--- src/rtl/alu_issue_stage_pkg.sv ---
// ---------------------------------------------------------------------------
// alu_issue_stage_pkg
// Shared definitions for the ALU issue stage:
//   - default datapath / register-index widths
//   - ALU op-code constants
//   - stage occupancy state type (EMPTY / FULL)
//   - is_legal_alu_op(): true for the op codes the ALU implements
// ---------------------------------------------------------------------------
package alu_issue_stage_pkg;

  localparam int XLEN_DEF   = 32;
  localparam int REG_AW_DEF = 5;

  localparam logic [3:0] ALU_AND = 4'b0000;
  localparam logic [3:0] ALU_OR  = 4'b0001;
  localparam logic [3:0] ALU_ADD = 4'b0010;
  localparam logic [3:0] ALU_SUB = 4'b0110;
  localparam logic [3:0] ALU_SLT = 4'b0111;
  localparam logic [3:0] ALU_NOR = 4'b1100;

  typedef enum logic {
    ST_EMPTY = 1'b0,
    ST_FULL  = 1'b1
  } stage_state_t;

  function automatic logic is_legal_alu_op(input logic [3:0] op);
    logic legal;
    case (op)
      ALU_AND, ALU_OR, ALU_ADD, ALU_SUB, ALU_SLT, ALU_NOR: legal = 1'b1;
      default:                                             legal = 1'b0;
    endcase
    return legal;
  endfunction

endpackage

--- src/rtl/alu_issue_stage_fwd_select.sv ---
// ---------------------------------------------------------------------------
// alu_issue_stage_fwd_select
// Combinational operand forwarding mux for one source register.
// Priority: x0 -> zero, then EX result, then WB data, then register file.
// Ports:
//   addr      in  REG_AW  source register index
//   reg_data  in  XLEN    register-file read data
//   ex_en     in  1       EX candidate is a valid, retiring register write
//   ex_rd     in  REG_AW  EX destination index
//   ex_data   in  XLEN    EX (ALU) result
//   wb_en     in  1       writeback write enable
//   wb_rd     in  REG_AW  writeback destination index
//   wb_data   in  XLEN    writeback data
//   fwd_data  out XLEN    selected operand value
// ---------------------------------------------------------------------------
module alu_issue_stage_fwd_select
  import alu_issue_stage_pkg::*;
#(
  parameter int XLEN   = XLEN_DEF,
  parameter int REG_AW = REG_AW_DEF
) (
  input  logic [REG_AW-1:0] addr,
  input  logic [XLEN-1:0]   reg_data,
  input  logic              ex_en,
  input  logic [REG_AW-1:0] ex_rd,
  input  logic [XLEN-1:0]   ex_data,
  input  logic              wb_en,
  input  logic [REG_AW-1:0] wb_rd,
  input  logic [XLEN-1:0]   wb_data,
  output logic [XLEN-1:0]   fwd_data
);

  always_comb begin
    fwd_data = reg_data;
    // x0 check comes first so a write to x0 in EX or WB never leaks through.
    if (addr == '0) begin
      fwd_data = '0;
    end else if (ex_en && (ex_rd == addr)) begin
      fwd_data = ex_data;
    end else if (wb_en && (wb_rd == addr)) begin
      fwd_data = wb_data;
    end
  end

endmodule

--- src/rtl/alu_issue_stage.sv ---
// ---------------------------------------------------------------------------
// alu_issue_stage
// Single pipeline register directly upstream of the ALU. Captures decoded
// operands/control under a valid/ready handshake, resolves RAW hazards by
// forwarding from EX (the instruction currently held here, as it leaves)
// and from WB, and selects register or immediate for operand B.
// ---------------------------------------------------------------------------
module alu_issue_stage
  import alu_issue_stage_pkg::*;
#(
  parameter int XLEN   = XLEN_DEF,
  parameter int REG_AW = REG_AW_DEF
) (
  input  logic              clk,
  input  logic              rst_n,
  input  logic              in_valid,
  output logic              in_ready,
  input  logic [REG_AW-1:0] rs1_addr,
  input  logic [REG_AW-1:0] rs2_addr,
  input  logic [XLEN-1:0]   rs1_data,
  input  logic [XLEN-1:0]   rs2_data,
  input  logic [XLEN-1:0]   imm,
  input  logic              use_imm,
  input  logic [REG_AW-1:0] rd_addr,
  input  logic              reg_write,
  input  logic [3:0]        op_in,
  input  logic              flush,
  input  logic [XLEN-1:0]   ex_result,
  input  logic              wb_we,
  input  logic [REG_AW-1:0] wb_rd,
  input  logic [XLEN-1:0]   wb_data,
  output logic              out_valid,
  input  logic              out_ready,
  output logic [XLEN-1:0]   alu_a,
  output logic [XLEN-1:0]   alu_b,
  output logic [3:0]        alu_op,
  output logic [REG_AW-1:0] out_rd,
  output logic              out_reg_write,
  output logic              op_illegal
);

  stage_state_t      state_p1;
  stage_state_t      state_nxt;
  logic              vld_p1;
  logic              capture_p0;
  logic              ex_en_p0;
  logic [XLEN-1:0]   fwd_a_p0;
  logic [XLEN-1:0]   fwd_b_p0;
  logic [XLEN-1:0]   opb_p0;
  logic [XLEN-1:0]   alu_a_p1;
  logic [XLEN-1:0]   alu_b_p1;
  logic [3:0]        alu_op_p1;
  logic [REG_AW-1:0] rd_p1;
  logic              rw_p1;
  logic              ill_p1;

  // ---- p0: handshake, forwarding and operand selection (combinational) ----
  assign vld_p1     = (state_p1 == ST_FULL);
  assign in_ready   = !flush && (!vld_p1 || out_ready);
  assign capture_p0 = in_valid && in_ready;

  // The held instruction's result only counts as forwardable on the cycle it
  // actually leaves for the ALU; a stalled or empty stage offers nothing.
  assign ex_en_p0 = vld_p1 && out_ready && rw_p1;

  alu_issue_stage_fwd_select #(
    .XLEN   (XLEN),
    .REG_AW (REG_AW)
  ) u_fwd_rs1 (
    .addr     (rs1_addr),
    .reg_data (rs1_data),
    .ex_en    (ex_en_p0),
    .ex_rd    (rd_p1),
    .ex_data  (ex_result),
    .wb_en    (wb_we),
    .wb_rd    (wb_rd),
    .wb_data  (wb_data),
    .fwd_data (fwd_a_p0)
  );

  alu_issue_stage_fwd_select #(
    .XLEN   (XLEN),
    .REG_AW (REG_AW)
  ) u_fwd_rs2 (
    .addr     (rs2_addr),
    .reg_data (rs2_data),
    .ex_en    (ex_en_p0),
    .ex_rd    (rd_p1),
    .ex_data  (ex_result),
    .wb_en    (wb_we),
    .wb_rd    (wb_rd),
    .wb_data  (wb_data),
    .fwd_data (fwd_b_p0)
  );

  // The immediate bypasses forwarding entirely.
  assign opb_p0 = use_imm ? imm : fwd_b_p0;

  // ---- p0 -> p1: occupancy state ----
  always_comb begin
    state_nxt = state_p1;
    if (flush) begin
      state_nxt = ST_EMPTY;
    end else if (capture_p0) begin
      state_nxt = ST_FULL;
    end else if (out_ready) begin
      state_nxt = ST_EMPTY;
    end
  end

  always_ff @(posedge clk or negedge rst_n) begin
    if (!rst_n) begin
      state_p1 <= ST_EMPTY;
    end else begin
      state_p1 <= state_nxt;
    end
  end

  // ---- p0 -> p1: operand / control register ----
  always_ff @(posedge clk or negedge rst_n) begin
    if (!rst_n) begin
      alu_a_p1  <= '0;
      alu_b_p1  <= '0;
      alu_op_p1 <= ALU_ADD;
      rd_p1     <= '0;
      rw_p1     <= 1'b0;
      ill_p1    <= 1'b0;
    end else if (capture_p0) begin
      alu_a_p1  <= fwd_a_p0;
      alu_b_p1  <= opb_p0;
      alu_op_p1 <= op_in;
      rd_p1     <= rd_addr;
      rw_p1     <= reg_write;
      ill_p1    <= !is_legal_alu_op(op_in);
    end
  end

  // ---- p1: registered outputs ----
  assign out_valid     = vld_p1;
  assign alu_a         = alu_a_p1;
  assign alu_b         = alu_b_p1;
  assign alu_op        = alu_op_p1;
  assign out_rd        = rd_p1;
  assign out_reg_write = rw_p1;
  assign op_illegal    = ill_p1;

endmodule

--- config.mk ---
export PLATFORM = sky130hd
export DESIGN_NAME = alu_issue_stage
export DESIGN_NICKNAME = d
export VERILOG_FILES = /design/src/rtl/alu_issue_stage_pkg.sv /design/src/rtl/alu_issue_stage_fwd_select.sv /design/src/rtl/alu_issue_stage.sv
export SDC_FILE = /design/constraint.sdc
export NUM_CORES = 1
export LEC_CHECK = 0
export ABC_CLOCK_PERIOD_IN_PS = 2100
export CAP_MARGIN = 30
export CORE_MARGIN = 5
export CORE_UTILIZATION = 25
export CTS_CLUSTER_DIAMETER = 30
export DETAILED_ROUTE_END_ITERATION = 7
export DONT_BUFFER_PORTS = 1
export PLACE_DENSITY_LB_ADDON = 0.2
export SETUP_SLACK_MARGIN = 0.02
export SLEW_MARGIN = 20
export SYNTH_ARGS = -nofsm -noshare
export SYNTH_HDL_FRONTEND = slang
export SYNTH_HIERARCHICAL = 1
export SYNTH_SLANG_ARGS = --single-unit
--- constraint.sdc ---
create_clock -name clk -period 2.1 [get_ports clk]
set_clock_uncertainty 0.2 [all_clocks]
set_input_delay 0 -clock clk [delete_from_list [all_inputs] [get_ports clk]]
set_output_delay 0 -clock clk [all_outputs]
set_load 0.1 [all_outputs]
==> results.cfg <==
[grt]
grt_max_degree = 77
grt_antenna_before_repair = 6
grt_overflow = 0
grt_use_total_pct = 21.3
grt_pass1_vias = 6560
grt_first_pass_wirelength_mm = 42.9

[logic_synthesis]
synthSimpleGateAreaFrac_pct = 14.2
synth_area_um2 = 5920
synth_xor_area_share_pct = 3.21
synth_cell_types = 34
yosysWarnings = 6
synth_fa_ha_area_share_pct = 0
synth-compound-area-share_pct = 21.7
synth_seq_cells = 76
synth_top_family_by_area = multiplexers
synth.area.mux_share_pct = 22.3
synth_cells = 598
synth_area_per_cell_um2 = 9.89
synth_seq_area_share_pct = 32.2
synth_nets = 790

[sta]
hold-worst-slack_ns = 0.00278
grt_setup_unrepaired = true
finalCritPeriodShare_pct = 109
drv_slew = 0
final-setup-viol-count = 75
fin_crit_ns = 2.30
fmax_mhz = 435
max_slew.worst_pin.slew_ns = 0.748
relSlewSlack_pct = 50.0
hold_violations = 0
layout_setup_ws_ns = -0.197

[worst_setup_path]
slowest_delay_ns = 0.51
crit-reg2reg-launch = out_rd[0]
reg2reg_to = alu_b[13]
end_kind = flip-flop
crit_path_top_delay_cell = dfrtp_4
crit_start = out_rd[0]
critPathMaxFanout = 9
cp_cell_sequence = xnor2_2, nand4_1, buf_6, buf_6, o22a_1, a211oi_4, mux2_2, mux2_4
cp_common_cell = buf_6
r2r_cells = 8
critPathLaunchType = flip-flop
r2r_slack_ns = -0.20
critPathRequiredTime_ns = 2.12
critPathKind = reg2reg
endpoint = alu_b[13]
cp.arrival_ns = 2.32

[finish]
final_cell_area_um2 = 10100
drive_above_1_share_pct = 48.4
finish.utilization_pct = 43.0
fill_cells = 2302
syn_to_final_growth_pct = 70.3
nets = 1001

[placed_design]
dpl.hpwl_mm = 19.3
preCtsSetupSlack_ns = -0.331
port_buffers = 0
routabilityCongestion = 0.817
dpl_cell_area_um2 = 7080

[cts]
clock_sinks = 76
cts.clk_slew.worst_paths_ns = 0.07
clockBufferDepth = 2
cts_tree = yes
cts-root-buf = clkbuf_16
h-tree-depth = 3
cts_made_buffers = 9
clk_latency_ns = 0.34

[routing]
wl_met3_mm = 2.54
drc = 0
avgViaCountPerCell = 5.56
wl_met1_mm = 13.1
wl_met2_mm = 14.4
routedWlPerCell_um = 27.3
drtIter0Drc = 476
maxUsedRoutingLayer = met5
postRouteAntennaNets = 0
firstDrtPassIters = 5
vias = 6309
wl_mm = 30.9

[power]
p_total_mw = 8.08
cellPowerDensity_nw_per_um2 = 802
pwr-share-seq_pct = 24.0
switching_share_pct = 48.3
clockPowerShare_pct = 21.6
netSwitchingPower_mw = 3.90
p_int_mw = 4.18
power_frac_comb_pct = 54.4
p_leak_nw = 3.79
ir_drop_v = 0.000486

[run]
drv_cap = 0

[floorplan]
num_io_pins = 269
coreArea_um2 = 23400
die-area_um2 = 26800
num_rows = 56
die_w_um = 164
start_util_pct = 25.3
die_y_um = 164

[hold_path]
hold_path_class = in2reg

[status]
status = complete, but fails checks
violations = setup timing
synthesized netlist by cell type (all sizes together):
master	n	area, µm²
a211oi	36	270
a311oi	28	370
a31oi	1	6.26
and3	1	6.26
and4	2	17.5
buf	29	200
clkbuf	47	176
dfrtp	75	1880
dfstp	1	26.3
inv	1	3.75
mux2	107	1320
nand2	4	15.0
nand2b	1	6.26
nand3	36	180
nand3b	1	7.51
nand4	32	200
nor2	5	18.8
nor2b	1	13.8
nor3	64	320
nor3b	1	18.8
nor4bb	1	10.0
o21ai	64	320
o22a	36	315
or2	2	12.5
or4	2	15.0
xnor2	20	190
power by group through the flow:
stage | clock, mW | sequential, mW | combinational, mW
floorplan | 0 | 4.01 | 0.847
global placement | 0 | 1.95 | 3.69
detailed placement | 0 | 1.95 | 3.71
CTS | 1.81 | 1.93 | 4.22
global route | 1.86 | 1.97 | 4.53
finish | 1.75 | 1.94 | 4.39
per-layer routing:
| layer | track usage, % | up-vias |
|---|---|---|
| met1 | 28.3 | 3181 |
| met4 | 6.71 | 10 |
| li1 | - | 2750 |
| met3 | 5.80 | 54 |
| met5 | 0 | - |
| met2 | 33.8 | 314 |
sequential cells by signal (all words and copies together) (netlist names):
name,flops
out_valid,1
alu_b,32
op_illegal,1
out_reg_write,1
alu_a,32
alu_op,4
out_rd,5
cell type report:
class                           count  area, µm²  share of cell area (%)
Timing Repair Buffer              276       3050                    30.3
Clock inverter                      6       88.8                   0.882
Multi-Input combinational cell    445       4370                    43.4
Sequential cell                    76       1930                    19.1
Antenna cell                        1       2.50                  0.0248
Clock buffer                       10        229                    2.27
Tap cell                          319        399                    3.96
Inverter                            1       3.75                  0.0373
cells in the final DEF, fill, tap and decap left out, types with 2 or more instances in the layout:
| cell type | Yosys | layout |
|---|---|---|
| mux2_4 | 30 | 59 |
| nor3_1 | 64 | 13 |
| mux2_2 | 57 | 40 |
| nor3_4 | 0 | 13 |
| bufinv_16 | 0 | 2 |
| mux2_1 | 20 | 8 |
| nand4_1 | 32 | 32 |
| buf_12 | 0 | 24 |
| o22a_1 | 36 | 36 |
| nor3_2 | 0 | 38 |
| a311oi_1 | 8 | 2 |
| o21ai_0 | 62 | 62 |
| buf_4 | 0 | 97 |
| nand3_1 | 36 | 36 |
| a211oi_1 | 36 | 8 |
| or2_4 | 0 | 2 |
| nand2_1 | 4 | 2 |
| xnor2_4 | 0 | 2 |
| buf_16 | 0 | 8 |
| and4_1 | 2 | 2 |
| xnor2_2 | 2 | 7 |
| or4_1 | 2 | 2 |
| xnor2_1 | 18 | 11 |
| bufbuf_16 | 0 | 2 |
| a211oi_2 | 0 | 27 |
| dfrtp_1 | 75 | 68 |
| o21ai_1 | 2 | 2 |
| nor2_1 | 5 | 2 |
| nor2_4 | 0 | 2 |
| a311oi_2 | 20 | 26 |
| buf_6 | 6 | 10 |
| clkinvlp_4 | 0 | 2 |
| nand2_2 | 0 | 2 |
| dfrtp_4 | 0 | 6 |
| dlygate4sd3_1 | 0 | 128 |
| clkbuf_16 | 0 | 15 |
cell families (layout without fill, tap and decap cells):
| family | count (synthesis) | after routing |
|---|---|---|
| buffers and inverters | 77 | 293 |
| multiplexers | 107 | 107 |
| AND/OR/NAND/NOR | 153 | 153 |
| AO/OA/AOI/OAI | 165 | 165 |
| flip-flops | 76 | 76 |
| XOR/XNOR | 20 | 20 |
| other | 0 | 1 |
worst max-delay path: cells and delay by family, from the launching register on:
family,cells,cell delay (ns)
AOI/OAI and AO/OA,2,0.30
DFF,1,0.51
muxes,2,0.52
and+or+nand+nor,1,0.12
xor gates and xnor gates,1,0.14
buffers and inverters,2,0.38
metrics by stage:
stage,TNS [ns],std cells
final,-9.63,1134
after global routing,-14.60,1134
after CTS,-5.65,1118
after detailed placement,-10.75,959
after global placement,-9.97,959
after floorplan,-4.76,598
worst min-delay path by stage:
stage / end / slack, ns / startpoint / cells after the start
floorplan: alu_a[0] / -0.50 / rst_n / 0
global placement: alu_b[4] / -0.49 / rst_n / 0
detailed placement: alu_b[4] / -0.49 / rst_n / 0
CTS: alu_b[29] / -0.26 / imm[29] / 2
global route: alu_a[0] / 0.01 / wb_data[0] / 4
finish: alu_b[24] / 0.003 / ex_result[24] / 4
what timing repair did:
item | in CTS | in global routing
hold buffers | 129 | 1
gates resized for setup | 102 | 66
endpoints found under the setup margin | 75 | 74
gates cloned | 8 | 8
endpoints found under the hold margin | 152 | 1
buffers inserted | 6 | 8
pin swaps | 17 | 13
Note: power is estimated with default switching activity, not from simulation.
